==> config.mk <==
export PLATFORM = sky130hd
export DESIGN_NAME = bus_uart_tx_flat
export DESIGN_NICKNAME = d
export VERILOG_FILES = /design/src/rtl/bus_uart_tx_if.sv /design/src/rtl/bus_uart_tx.sv /design/src/flat_wrapper.sv
export SDC_FILE = /design/constraint.sdc
export NUM_CORES = 1
export LEC_CHECK = 0
export BUFFER_PORTS_ARGS = -buffer_cell sky130_fd_sc_hd__buf_2
export CORE_ASPECT_RATIO = 2
export CORE_MARGIN = 3
export CORE_UTILIZATION = 61
export CTS_CLUSTER_DIAMETER = 40
export CTS_CLUSTER_SIZE = 25
export DETAILED_ROUTE_END_ITERATION = 12
export GPL_TIMING_DRIVEN = 1
export PLACE_DENSITY = 0.93
export SKIP_CTS_REPAIR_TIMING = 1
export SLEW_MARGIN = 10
export SYNTH_ARGS = -nofsm -noshare
export SYNTH_HDL_FRONTEND = slang
export SYNTH_SLANG_ARGS = --single-unit
export TNS_END_PERCENT = 1
==> constraint.sdc <==
create_clock -name clk_i -period 7.8 [get_ports clk_i]
set_input_delay 1.17 -clock clk_i [delete_from_list [all_inputs] [get_ports clk_i]]
set_output_delay 1.17 -clock clk_i [all_outputs]
set_load 0.005 [all_outputs]
==> src/rtl/bus_uart_tx_if.sv <==
// bus_uart_tx_if: device-slot bus signals between a bus master and bus_uart_tx
interface bus_uart_tx_if #(
   parameter int AddrWidth = 32,
   parameter int DataWidth = 32
) ();
   logic [AddrWidth-1:0] bus_addr;
   logic                 bus_re;
   logic                 bus_we;
   logic [DataWidth-1:0] bus_wdata;
   logic [DataWidth-1:0] bus_rdata;
   logic                 bus_gnt;
   modport master (output bus_addr, bus_re, bus_we, bus_wdata, input bus_rdata, bus_gnt);
   modport slave (input bus_addr, bus_re, bus_we, bus_wdata, output bus_rdata, bus_gnt);
endinterface

==> src/rtl/bus_uart_tx.sv <==
// bus_uart_tx: memory-mapped 8N1 UART transmitter with TX FIFO, baud divider and status.
// Define UART_TX_PARITY_EN to add a programmable parity bit (BAUDDIV[17:16]).
module bus_uart_tx #(
   parameter int          AddrWidth   = 32,
   parameter int          DataWidth   = 32,
   parameter int          FIFO_DEPTH  = 8,
   parameter logic [15:0] DEFAULT_DIV = 16'd868
) (
   input  logic         clk_i,
   input  logic         rst_i,
   bus_uart_tx_if.slave bus,
   output logic         tx_o,
   output logic         irq_o
);
   localparam int PW = $clog2(FIFO_DEPTH) + 1;
   typedef enum logic [2:0] {
      IDLE, START, DATA, STOP
`ifdef UART_TX_PARITY_EN
      , PARITY
`endif
   } state_e;
   logic [AddrWidth-1:0] addr;
   logic [DataWidth-1:0] wdata, rd_val, rdata_q;
   logic [7:0]           mem_q [FIFO_DEPTH];
   logic [PW-1:0]        wp_q, rp_q, cnt;
   logic [15:0]          div_q, div_act_q, bcnt_q;
   logic [7:0]           shift_q;
   logic [2:0]           bit_q;
   logic [1:0]           sel;
   state_e               state_q;
   logic                 gnt_q, tx_q, full, empty, acc, wr, push, tick, unused;
`ifdef UART_TX_PARITY_EN
   logic                 par_en_q, par_odd_q;
`endif
   assign addr        = bus.bus_addr;
   assign wdata       = bus.bus_wdata;
   assign sel         = addr[3:2];
   assign cnt         = wp_q - rp_q;
   assign empty       = cnt == '0;
   assign full        = cnt == PW'(FIFO_DEPTH);
   // a TXDATA write into a full FIFO waits without a grant
   assign acc         = (bus.bus_re | bus.bus_we) & ~gnt_q & ~(bus.bus_we & sel == 2'd0 & full);
   assign wr          = acc & bus.bus_we;
   assign push        = wr & sel == 2'd0;
   assign tick        = bcnt_q == div_act_q - 16'd1;
   assign bus.bus_gnt   = gnt_q;
   assign bus.bus_rdata = rdata_q;
   assign tx_o        = tx_q;
   assign irq_o       = empty & state_q == IDLE;
   assign unused      = ^{addr[AddrWidth-1:4], addr[1:0], wdata[DataWidth-1:16]};
   always_comb begin
      rd_val = '0;
      if (sel == 2'd1) rd_val[15:0] = {8'(cnt), 5'd0, state_q != IDLE, empty, full};
      if (sel == 2'd2) rd_val[15:0] = div_q;
`ifdef UART_TX_PARITY_EN
      if (sel == 2'd2) rd_val[17:16] = {par_odd_q, par_en_q};
`endif
   end
   always_ff @(posedge clk_i) if (push) mem_q[wp_q[PW-2:0]] <= wdata[7:0];
   always_ff @(posedge clk_i) begin
      if (!rst_i) begin
         gnt_q     <= 1'b0;
         rdata_q   <= '0;
         wp_q      <= '0;
         rp_q      <= '0;
         div_q     <= DEFAULT_DIV;
         div_act_q <= DEFAULT_DIV;
         bcnt_q    <= '0;
         bit_q     <= '0;
         shift_q   <= '0;
         tx_q      <= 1'b1;
         state_q   <= IDLE;
`ifdef UART_TX_PARITY_EN
         par_en_q  <= 1'b0;
         par_odd_q <= 1'b0;
`endif
      end else begin
         gnt_q   <= acc;
         rdata_q <= acc & ~bus.bus_we ? rd_val : '0;
         if (push) wp_q <= wp_q + PW'(1);
         if (wr & sel == 2'd2) begin
            div_q <= wdata[15:0] == 16'd0 ? 16'd1 : wdata[15:0];
`ifdef UART_TX_PARITY_EN
            par_en_q  <= wdata[16];
            par_odd_q <= wdata[17];
`endif
         end
         // divider changes are picked up only at bit boundaries
         bcnt_q <= state_q == IDLE | tick ? 16'd0 : bcnt_q + 16'd1;
         if (state_q == IDLE | tick) div_act_q <= div_q;
         case (state_q)
            IDLE: if (!empty) begin
               shift_q <= mem_q[rp_q[PW-2:0]];
               rp_q    <= rp_q + PW'(1);
               tx_q    <= 1'b0;
               state_q <= START;
            end
            START: if (tick) begin
               tx_q    <= shift_q[0];
               bit_q   <= 3'd0;
               state_q <= DATA;
            end
            DATA: if (tick) begin
               if (bit_q == 3'd7) begin
`ifdef UART_TX_PARITY_EN
                  tx_q    <= par_en_q ? (par_odd_q ? ~^shift_q : ^shift_q) : 1'b1;
                  state_q <= par_en_q ? PARITY : STOP;
`else
                  tx_q    <= 1'b1;
                  state_q <= STOP;
`endif
               end else begin
                  bit_q <= bit_q + 3'd1;
                  tx_q  <= shift_q[bit_q + 3'd1];
               end
            end
`ifdef UART_TX_PARITY_EN
            PARITY: if (tick) begin
               tx_q    <= 1'b1;
               state_q <= STOP;
            end
`endif
            STOP: if (tick) state_q <= IDLE;
            default: state_q <= IDLE;
         endcase
      end
   end
endmodule
==> src/flat_wrapper.sv <==
// flat-port wrapper written by rule: the top's interface ports become plain ports
module bus_uart_tx_flat 
#(
   parameter int          AddrWidth   = 32,
   parameter int          DataWidth   = 32,
   parameter int          FIFO_DEPTH  = 8,
   parameter logic [15:0] DEFAULT_DIV = 16'd868
)
  (clk_i, rst_i, tx_o, irq_o, bus_bus_addr, bus_bus_re, bus_bus_we, bus_bus_wdata, bus_bus_rdata, bus_bus_gnt);
  bus_uart_tx_if #(.AddrWidth(AddrWidth), .DataWidth(DataWidth)) bus_i ();
  input  logic clk_i;
  input  logic rst_i;
  output logic tx_o;
  output logic irq_o;
  input wire logic [$bits(bus_i.bus_addr)-1:0] bus_bus_addr;
  input wire logic [$bits(bus_i.bus_re)-1:0] bus_bus_re;
  input wire logic [$bits(bus_i.bus_we)-1:0] bus_bus_we;
  input wire logic [$bits(bus_i.bus_wdata)-1:0] bus_bus_wdata;
  output wire logic [$bits(bus_i.bus_rdata)-1:0] bus_bus_rdata;
  output wire logic [$bits(bus_i.bus_gnt)-1:0] bus_bus_gnt;
  assign bus_i.bus_addr = bus_bus_addr;
  assign bus_i.bus_re = bus_bus_re;
  assign bus_i.bus_we = bus_bus_we;
  assign bus_i.bus_wdata = bus_bus_wdata;
  assign bus_bus_rdata = bus_i.bus_rdata;
  assign bus_bus_gnt = bus_i.bus_gnt;
  bus_uart_tx #(.AddrWidth(AddrWidth), .DataWidth(DataWidth), .FIFO_DEPTH(FIFO_DEPTH), .DEFAULT_DIV(DEFAULT_DIV)) u_core (.clk_i(clk_i), .rst_i(rst_i), .bus(bus_i), .tx_o(tx_o), .irq_o(irq_o));
endmodule
======== Word level (Yosys, flattened, before mapping) ========
Memory sizes are Yosys's and may differ from the RTL's. A register that Yosys moved wholly into a read port is not among the register bits.
Cells that the tools add are included.
storage, ports and cells
  register bits ........................... 96
  bits in writable memories ............... 64
  input bits .............................. 68
  logic and storage cells ................. 84
  memories kept ........................... 1
operators by class
  $add $sub $neg .......................... 6
  magnitude comparators ................... 1
  equality and inequality tests ........... 14
  muxes and demuxes ....................... 21
  bitwise operators ....................... 16
  reductions and logical operators ........ 14
memories
  name          depth  bits a word  read ports  clocked after memory_dff  wr ports  line               text
  u_core.mem_q  8      8            1           1                         1         bus_uart_tx.sv:24  logic [7:0] mem_q [FIFO_DEPTH];
operator list
  kind                   number
  $mux 16                2
  $mux 3                 7
  $add 16x1->16 const B  1
  $eq 16x16->1           1
  $logic_not 16->1       1
  $sub 16x1->16 const B  1
  $mux 12                1
  $pmux 3 s4             1
  $and 1x1->1            9
  $add 4x1->4 const B    2
  $ne 2x1->1 const B     4
  $reduce_and 4->1       2
  $mux 1                 7
  $eq 3x2->1 const B     2
  $pmux 3 s2             1
  $reduce_bool 3->1      2
  $not 1->1              5
  $reduce_and 5->1       1
  $eq 4x4->1 const B     1
  $logic_not 4->1        1
  $lt 3x4->1 const B     1
  $ne 2x2->1 const B     2
  $reduce_and 2->1       2
  $sub 4x4->4            1
  13 further kinds       14

======== Logic depth before layout (Yosys ltp) ========
Gate-level depths: netlist of the first run.
  depth after elaboration ................. 9
  depth in mapped cells ................... 14

======== Worst setup path before layout of the first run ========
No wires, ideal clock.
  path kind ............................... flip-flop to output port
  from .................................... register u_core.rp_q[1]
  to ...................................... output port irq_o
  arrival ................................. 2106 ps
  data required time ...................... 6630 ps
  path slack .............................. 4524 ps
  stages on the path, launching flop included .. 8
  cell sequence ........................... dfxtp_1 > clkbuf_1 > inv_1 > fa_1 > xor2_1 > nor3b_1 > nand2_1 > nor2_1
on the way
  longest elaborated chain between the ends .. 3
ends and longest elaborated chain
  item                    line                text
  start, declared         bus_uart_tx.sv:25   logic [PW-1:0] wp_q, rp_q, cnt;
  start signal, assigned  bus_uart_tx.sv:94   rp_q <= rp_q + PW'(1);
  $sub 4x4->4             bus_uart_tx.sv:38   assign cnt = wp_q - rp_q;
  $logic_not 4->1         bus_uart_tx.sv:39   assign empty = cnt == '0;
  $and 1x1->1             bus_uart_tx.sv:49   assign irq_o = empty & state_q == IDLE;
  end, declared           flat_wrapper.sv:14  output logic irq_o;
No other way between the ends.

======== Final worst setup path of the first run ========
  from .................................... register u_core.rp_q[2]
  to ...................................... output port irq_o
The elaborated chain is that of the path after synthesis.

==> results of run 1 <==
==> report_power, final <==
group / total (mW) / internal [mW] / switching, mW
registers: 0.919 / 0.868 / 0.0506
logic: 0.498 / 0.209 / 0.289
clock network: 0.825 / 0.460 / 0.364
total: 2.24 / 1.54 / 0.704
==> cell type report <==
type	instances	share of cell area (%)
timing repair buffer	47	3.33
sequential	151	48.3
multi-input combinational	410	37.5
clock buffer	17	5.60
clock inverter	15	2.36
inverter	15	0.742
tap	137	2.26
==> cells in the mapped netlist (2+ instances only) <==
| master | n |
|---|---|
| sky130_fd_sc_hd__ha_1 | 14 |
| sky130_fd_sc_hd__buf_6 | 2 |
| sky130_fd_sc_hd__and2_1 | 10 |
| sky130_fd_sc_hd__a2111oi_0 | 3 |
| sky130_fd_sc_hd__and3_1 | 3 |
| sky130_fd_sc_hd__a21oi_1 | 18 |
| sky130_fd_sc_hd__nor2_1 | 63 |
| sky130_fd_sc_hd__a211oi_1 | 3 |
| sky130_fd_sc_hd__and4_1 | 6 |
| sky130_fd_sc_hd__a311oi_1 | 8 |
| sky130_fd_sc_hd__xor2_1 | 21 |
| sky130_fd_sc_hd__o21ai_0 | 8 |
| sky130_fd_sc_hd__xnor2_1 | 19 |
| sky130_fd_sc_hd__and4b_1 | 2 |
| sky130_fd_sc_hd__edfxtp_1 | 64 |
| sky130_fd_sc_hd__a221oi_1 | 3 |
| sky130_fd_sc_hd__dfxtp_1 | 87 |
| sky130_fd_sc_hd__a31oi_1 | 3 |
| sky130_fd_sc_hd__nand2b_1 | 4 |
| sky130_fd_sc_hd__and3b_1 | 3 |
| sky130_fd_sc_hd__mux2i_1 | 19 |
| sky130_fd_sc_hd__mux4_2 | 18 |
| sky130_fd_sc_hd__buf_4 | 17 |
| sky130_fd_sc_hd__nor4_1 | 10 |
| sky130_fd_sc_hd__nor3_1 | 15 |
| sky130_fd_sc_hd__clkbuf_1 | 26 |
| sky130_fd_sc_hd__nand2_1 | 73 |
| sky130_fd_sc_hd__a21o_1 | 2 |
| sky130_fd_sc_hd__buf_2 | 2 |
| sky130_fd_sc_hd__o21ai_1 | 2 |
| sky130_fd_sc_hd__inv_1 | 14 |
| sky130_fd_sc_hd__nand3_1 | 19 |
| sky130_fd_sc_hd__a22o_1 | 2 |
| sky130_fd_sc_hd__nand4_1 | 4 |
| sky130_fd_sc_hd__nor3b_1 | 5 |
| sky130_fd_sc_hd__nand3b_1 | 2 |
| sky130_fd_sc_hd__nor2b_1 | 4 |
| sky130_fd_sc_hd__or4_1 | 2 |
==> flip-flops by register name, summed over array words and instances (netlist names), 2 cells and up <==
name	cells
u_core.bcnt_q	16
u_core.bit_q	3
u_core.bus.bus_rdata	16
u_core.div_act_q	16
u_core.div_q	16
u_core.mem_q	64
u_core.rp_q	4
u_core.shift_q	8
u_core.state_q	2
u_core.wp_q	4
==> critical path: stages, from the launching register on <==
cell and delay (ns):
sky130_fd_sc_hd__dfxtp_1 0.80, sky130_fd_sc_hd__inv_1 0.34, sky130_fd_sc_hd__ha_1 0.42, sky130_fd_sc_hd__xor2_1 0.18
sky130_fd_sc_hd__nor3b_1 0.55, sky130_fd_sc_hd__nand2_1 0.26, sky130_fd_sc_hd__nor2_1 0.22, sky130_fd_sc_hd__buf_2 0.15
==> worst min-delay path by stage <==
stage / from / cells after the start / slack [ns] / to
floorplan: u_core.div_q[0] / 2 / 0.44 / u_core.bus.bus_rdata[0]
global placement: u_core.div_q[11] / 2 / 0.46 / u_core.div_q[11]
detailed placement: u_core.div_q[13] / 2 / 0.46 / u_core.div_q[13]
CTS: u_core.div_q[13] / 2 / 0.47 / u_core.div_q[13]
global route: u_core.div_q[7] / 2 / 0.49 / u_core.div_q[7]
finish: u_core.div_q[7] / 2 / 0.48 / u_core.div_q[7]
==> logic make-up (layout without fill, tap and decap cells) <==
family | after synthesis | count (layout) | share of synthesized area [%]
buf+inv | 63 | 94 | 4.70
compound gates | 65 | 65 | 6.68
flops | 151 | 151 | 54.2
xor+xnor | 40 | 40 | 5.18
mux | 38 | 38 | 8.98
other cells | 1 | 16 | 0.0555
simple gates | 236 | 236 | 17.3
fa+ha+maj | 15 | 15 | 2.89
==> routing by layer <==
| layer | share of wire (%) | track usage, % |
|---|---|---|
| met5 | 0 | 0 |
| met1 | 33 | 25.7 |
| met4 | 6.2 | 17.6 |
| met2 | 56 | 48.3 |
| met3 | 4.7 | 5.97 |
==> insert_results.sql, run 1 <==
INSERT INTO impl_metrics (metric_group, metric, value, unit) VALUES
('finish', 'post_route_insts_no_fill', '792', ''),
('detailed_routing', 'first_pass_iters', '5', ''),
('global_routing', 'grt_antenna_before_repair', '0', ''),
('die', 'fp.dieH', '155', 'um'),
('timing', 'finalSetupViolCount', '0', ''),
('timing', 'fin_crit', '4.51', 'ns'),
('detailed_routing', 'antenna_left', '0', ''),
('worst_setup_path', 'reg2reg_to', 'u_core.mem_q[3][2]', ''),
('die', 'die_w', '80.4', 'um'),
('worst_setup_path', 'worstSetupEndpointType', 'output port', ''),
('clock_tree', 'htree_levels', '4', ''),
('worst_setup_path', 'worst-setup-path-type', 'flop to output port', ''),
('timing', 'worst_rel_slew_slack', '47.5', '%'),
('global_routing', 'grt.total_usage', '26.6', '%'),
('clock_tree', 'cts.reportedPaths.clkPinSlew', '0.06', 'ns'),
('detailed_routing', 'route.vias.total', '4818', ''),
('power_and_ir_drop', 'power_density_over_the_cells', '295', 'nW/um^2'),
('worst_setup_path', 'path_max_fanout', '15', ''),
('finish', 'postLayoutCoreUtil', '71.1', '%'),
('timing', 'finalMaxSlewViolations', '0', ''),
('worst_setup_path', 'timing.critical_path.to', 'irq_o', ''),
('timing', 'layout_worst_path_cycle_share', '57.8', '%'),
('worst_setup_path', 'rrSetupSlack', '4.13', 'ns'),
('synth', 'avgSynthCellArea', '11.1', 'um^2'),
('timing', 'fin_worst_skew', '0.0106', 'ns'),
('global_routing', 'number_of_global_route_vias_before_repair', '4966', ''),
('worst_setup_path', 'timing.critical_path.arrival', '3.34', 'ns'),
('placed_design', 'detailed_place.area', '6980', 'um^2'),
('worst_setup_path', 'ff_to_ff_start', 'u_core.rp_q[2]', ''),
('power_and_ir_drop', 'cellLeakagePower', '2.87', 'nW'),
('worst_setup_path', 'required_time_at_the_worst_slack_endpoint', '6.63', 'ns'),
('finish', 'num-fill-cells', '702', ''),
('timing', 'hold_viol_final', '0', ''),
('clock_tree', 'cts_buffer_depth', '2', ''),
('timing', 'max_freq', '0.222', 'GHz'),
('global_routing', 'pin_count_of_the_biggest_net_entering_global_routing', '42', ''),
('power_and_ir_drop', 'worst_ir_drop_vdd', '0.365', 'mV'),
('global_routing', 'overflow_left_after_global_routing', '0', ''),
('synth', 'yosysUniqueCellTypes', '67', ''),
('synth', 'ys_seq_elements', '151', ''),
('worst_hold_path', 'min-delay-path-class', 'flop to flop', ''),
('placed_design', 'place.port_buffers', '40', ''),
('synth', 'postSynth.asyncResetShare', '0', '%'),
('finish', 'antenna_cells_inserted', '0', ''),
('die', 'die_area', '12500', 'um^2'),
('placed_design', 'place_hpwl', '10.9', 'mm'),
('synth', 'post_synthesis_cell_count', '609', ''),
('outcome', 'run_status', 'finished clean', ''),
('detailed_routing', 'post-route-drc-count', '0', ''),
('timing', 'rsz_0062_raised_after_global_routing', 'no', ''),
('timing', 'finalWorstSetupSlack', '3.29', 'ns'),
('timing', 'tightestPinTransition', '0.785', 'ns'),
('worst_setup_path', 'start_kind', 'flop', ''),
('clock_tree', 'cts-buffers-inserted', '17', ''),
('die', 'pin_count', '103', ''),
('timing', 'final.hold.worst_slack', '0.480', 'ns'),
('finish', 'drive_gt1_share', '16.5', '%'),
('detailed_routing', 'detail_route.vias_per_cell', '6.08', ''),
('finish', 'area_growth', '12.3', '%'),
('worst_setup_path', 'worst_setup_path_startpoint', 'u_core.rp_q[2]', ''),
('finish', 'multi_input_area', '2840', 'um^2'),
('finish', 'finish.net_count', '725', ''),
('clock_tree', 'worst_skew_pair.late_latency', '0.43', 'ns'),
('synth', 'synth_area_leader_cell', 'sky130_fd_sc_hd__edfxtp_1', ''),
('die', 'initial_utilization', '63.3', '%'),
('detailed_routing', 'detailedRoute.firstIterationViolations', '264', ''),
('finish', 'sequential_cell_area_in_the_final_layout', '3660', 'um^2'),
('synth', 'post_synth_instance_area', '6760', 'um^2'),
('worst_setup_path', 'r2r_cells', '7', ''),
('die', 'core-area', '10700', 'um^2'),
('placed_design', 'dp_slack', '3.77', 'ns');
Note: power is estimated with default switching activity, not from simulation.
==> run 2, diff against run 1 <==
- ABC_AREA: not set -> 1
- CORE_UTILIZATION: 61 -> 52
- PLACE_DENSITY: 0.93 -> 0.85
- clock period: 7.8 -> 3.6 ns (I/O delays scaled with it)
==> insert_results.sql, run 2 <==
INSERT INTO impl_metrics (metric_group, metric, value, unit) VALUES
('outcome', 'run_status', 'finished clean', ''),
('worst_setup_path', 'worstSetupEndpointType', 'output port', ''),
('synth', 'postSynth.asyncResetShare', '0', '%'),
('global_routing', 'grt_antenna_before_repair', '0', ''),
('synth', 'post_synth_xor_area_fraction', '2.37', '%'),
('placed_design', 'gp_congestion', '0.896', ''),
('synth', 'post_synth_instance_area', '7030', 'um^2'),
('worst_hold_path', 'min-delay-start', 'bus_bus_wdata[15]', ''),
('finish', 'num-fill-cells', '1084', ''),
('finish', 'post_route_insts_no_fill', '1024', ''),
('worst_setup_path', 'rrSetupSlack', '0.64', 'ns'),
('clock_tree', 'cts-buffers-inserted', '17', ''),
('power_and_ir_drop', 'power.switching', '1.85', 'mW'),
('die', 'fp.dieH', '170', 'um'),
('power_and_ir_drop', 'power_density_over_the_cells', '671', 'nW/um^2'),
('global_routing', 'overflow_left_after_global_routing', '0', ''),
('worst_setup_path', 'timing.critical_path.arrival', '2.71', 'ns'),
('clock_tree', 'numClockSinks', '151', ''),
('timing', 'layout_worst_path_cycle_share', '90.2', '%'),
('clock_tree', 'cts_buffer_depth', '2', ''),
('synth', 'post_synthesis_cell_count', '812', ''),
('timing', 'worst_rel_slew_slack', '41.0', '%'),
('die', 'pin_count', '103', ''),
('worst_hold_path', 'min-delay-path-class', 'input port to flop', ''),
('placed_design', 'place_hpwl', '11.2', 'mm'),
('worst_setup_path', 'ff_to_ff_start', 'u_core.rp_q[2]', ''),
('finish', 'drive_gt1_share', '14.2', '%'),
('timing', 'finalSetupViolCount', '0', ''),
('global_routing', 'pin_count_of_the_biggest_net_entering_global_routing', '40', ''),
('power_and_ir_drop', 'totalPowerFinal', '5.34', 'mW'),
('synth', 'synth-edff-count', '64', ''),
('power_and_ir_drop', 'power.internal', '3.48', 'mW'),
('detailed_routing', 'post-route-drc-count', '0', ''),
('worst_setup_path', 'worst_setup_path_startpoint', 'u_core.rp_q[2]', ''),
('worst_setup_path', 'timing.critical_path.to', 'irq_o', ''),
('synth', 'synth-seq-area-share', '52.1', '%'),
('detailed_routing', 'detail_route.vias_per_cell', '5.47', ''),
('die', 'die_w', '88.2', 'um'),
('timing', 'rsz_0062_raised_after_global_routing', 'no', ''),
('finish', 'flip_flop_count_of_the_largest_register_after_layout', '64', ''),
('detailed_routing', 'detailedRoute.firstIterationViolations', '380', ''),
('finish', 'postLayoutCoreUtil', '60.5', '%'),
('die', 'rows', '59', ''),
('clock_tree', 'cts_tree', 'done', ''),
('detailed_routing', 'route.detailed.wl_per_inst', '15.4', 'um'),
('power_and_ir_drop', 'cellLeakagePower', '3.28', 'nW'),
('synth', 'yosys-top-cells-count', '160 x sky130_fd_sc_hd__nand2_1, 97 x sky130_fd_sc_hd__nor2_1, 88 x sky130_fd_sc_hd__inv_1', ''),
('synth', 'synth_warnings', '0', ''),
('global_routing', 'grt.total_usage', '21.9', '%'),
('clock_tree', 'cts.reportedPaths.clkPinSlew', '0.06', 'ns'),
('timing', 'hold_viol_final', '0', ''),
('synth', 'synth_fa_ha_area_share', '2.78', '%'),
('finish', 'commonest_non_fill_non_tap_cell_in_the_layout', 'sky130_fd_sc_hd__nand2_1', ''),
('detailed_routing', 'first_pass_iters', '5', ''),
('synth', 'synthSimpleGateAreaFrac', '21.4', '%'),
('synth', 'synth-compound-area-share', '12.9', '%'),
('detailed_routing', 'antenna_left', '0', ''),
('synth', 'ys_seq_elements', '151', ''),
('synth', 'post-synth-top-count-cell', 'sky130_fd_sc_hd__nand2_1', ''),
('worst_setup_path', 'required_time_at_the_worst_slack_endpoint', '3.06', 'ns'),
('timing', 'fin_worst_skew', '0.0105', 'ns'),
('power_and_ir_drop', 'p_clk_share', '33.5', '%'),
('clock_tree', 'worst_skew_pair.late_latency', '0.42', 'ns'),
('worst_setup_path', 'start_kind', 'flop', ''),
('power_and_ir_drop', 'power.switching_fraction', '34.8', '%'),
('finish', 'sequential_cell_area_in_the_final_layout', '3660', 'um^2'),
('clock_tree', 'htree_levels', '4', ''),
('finish', 'area_growth', '13.2', '%'),
('timing', 'fin_crit', '3.25', 'ns'),
('synth', 'synth_area_leader_cell', 'sky130_fd_sc_hd__edfxtp_1', ''),
('synth', 'avgSynthCellArea', '8.66', 'um^2'),
('detailed_routing', 'route.final.wire_length', '15.8', 'mm'),
('clock_tree', 'clock_tree.root_cell', 'sky130_fd_sc_hd__clkbuf_16', ''),
('die', 'initial_utilization', '53.5', '%'),
('finish', 'antenna_cells_inserted', '0', ''),
('finish', 'most-common-layout-cells', '160 x sky130_fd_sc_hd__nand2_1, 97 x sky130_fd_sc_hd__nor2_1, 88 x sky130_fd_sc_hd__inv_1, 87 x sky130_fd_sc_hd__dfxtp_1, 64 x sky130_fd_sc_hd__edfxtp_1', ''),
('detailed_routing', 'route.vias.total', '5601', ''),
('power_and_ir_drop', 'power_frac_comb', '27.6', '%'),
('power_and_ir_drop', 'worst_ir_drop_vdd', '0.577', 'mV'),
('die', 'core-area', '13100', 'um^2'),
('worst_setup_path', 'worst-setup-path-type', 'flop to output port', ''),
('global_routing', 'grt_pass1_wl', '25.2', 'mm'),
('synth', 'synth_top_cell_area_share', '27.3', '%'),
('finish', 'finish.net_count', '942', ''),
('finish', 'multi_input_area', '2830', 'um^2'),
('global_routing', 'number_of_global_route_vias_before_repair', '5518', ''),
('placed_design', 'place.port_buffers', '40', ''),
('worst_setup_path', 'r2r_cells', '14', ''),
('timing', 'finalMaxSlewViolations', '0', ''),
('run', 'number_of_max_capacitance_violations_reported', '0', ''),
('timing', 'tightestPinTransition', '0.884', 'ns'),
('synth', 'main_combinational_cell_family_by_area_after_synthesis', 'simple AND/OR/NAND/NOR gates', ''),
('power_and_ir_drop', 'register_share_of_total_power', '38.8', '%'),
('worst_hold_path', 'timing.hold.worst_path_depth', '3', ''),
('worst_setup_path', 'path_max_fanout', '10', ''),
('timing', 'max_freq', '0.308', 'GHz'),
('timing', 'final_sum_of_negative_setup_slack', '0', 'ns'),
('synth', 'most_area_consuming_cells_after_synthesis', 'sky130_fd_sc_hd__edfxtp_1 27%, sky130_fd_sc_hd__dfxtp_1 25%, sky130_fd_sc_hd__nand2_1 8.5%', ''),
('synth', 'postSynth.topFlopCell', 'sky130_fd_sc_hd__dfxtp_1', ''),
('die', 'die_area', '15000', 'um^2'),
('synth', 'yosysUniqueCellTypes', '48', ''),
('worst_setup_path', 'reg2reg_to', 'u_core.mem_q[5][5]', ''),
('synth', 'muxShareOfSynthArea', '0', '%'),
('placed_design', 'place_inst', '992', '');
==> run 2: kinds of logic (layout without fill, tap and decap cells) <==
logic type,count (synthesis),in the layout
xor gates and xnor gates,19,19
AOI/OAI and AO/OA,148,148
and+or+nand+nor,343,343
adders and majority gates,15,15
buffers and inverters,135,180
DFF,151,151
other,1,16
==> run 2: metal layers <==
layer / track usage (%) / vias to the layer above / wire (um) / share of wire (%)
li1: - / 2759 / - / -
met1: 20.6 / 2633 / 5380 / 34
met2: 42.9 / 160 / 9300 / 59
met3: 4.22 / 49 / 572 / 3.6
met4: 10.6 / 0 / 544 / 3.4
met5: 0 / - / 0 / 0
==> run 2: worst max-delay path, cell delays in order, from the launching register on <==
cell and delay (ns):
sky130_fd_sc_hd__dfxtp_1 0.56, sky130_fd_sc_hd__inv_1 0.14, sky130_fd_sc_hd__ha_1 0.37, sky130_fd_sc_hd__a21oi_1 0.15, sky130_fd_sc_hd__nand2_1 0.08, sky130_fd_sc_hd__xnor2_1 0.27
sky130_fd_sc_hd__nand3_1 0.24, sky130_fd_sc_hd__nor2_1 0.30, sky130_fd_sc_hd__buf_2 0.18
==> run 2: power groups by stage <==
stage               registers [mW]  logic (mW)  clock network, mW
global placement              2.10        1.41                  0
global route                  2.09        1.67               1.90
finish                        2.07        1.47               1.79
detailed placement            2.10        1.44                  0
CTS                           2.07        1.47               1.81
floorplan                     2.07        1.14                  0
==> run 2: per-stage QoR <==
stage                     setup slack [ns]  instance area, um^2  hold WS [ns]
after floorplan                      0.516                 7090         0.429
after global placement               0.863                 7350         0.448
after detailed placement             0.735                 7350         0.452
after CTS                            0.357                 7960         0.366
after global routing                 0.213                 7960         0.371
final                                0.353                 7960         0.379
==> run 2: how the worst min path moves through the flow <==
stage | to | slack [ns]
final | u_core.div_q[15] | 0.38
after global routing | u_core.div_q[15] | 0.37
after CTS | u_core.div_q[15] | 0.37
after detailed placement | u_core.bcnt_q[0] | 0.45
after global placement | u_core.bcnt_q[0] | 0.45
after floorplan | u_core.bcnt_q[0] | 0.43
==> run 2: final cells by class <==
type                       count  share of cell area (%)
sequential                   151                    46.1
multi-input combinational    541                    35.5
clock buffer                  18                    5.52
inverter                      92                    4.37
timing repair buffer          56                    4.03
tap                          152                    2.39
clock inverter                14                    2.09
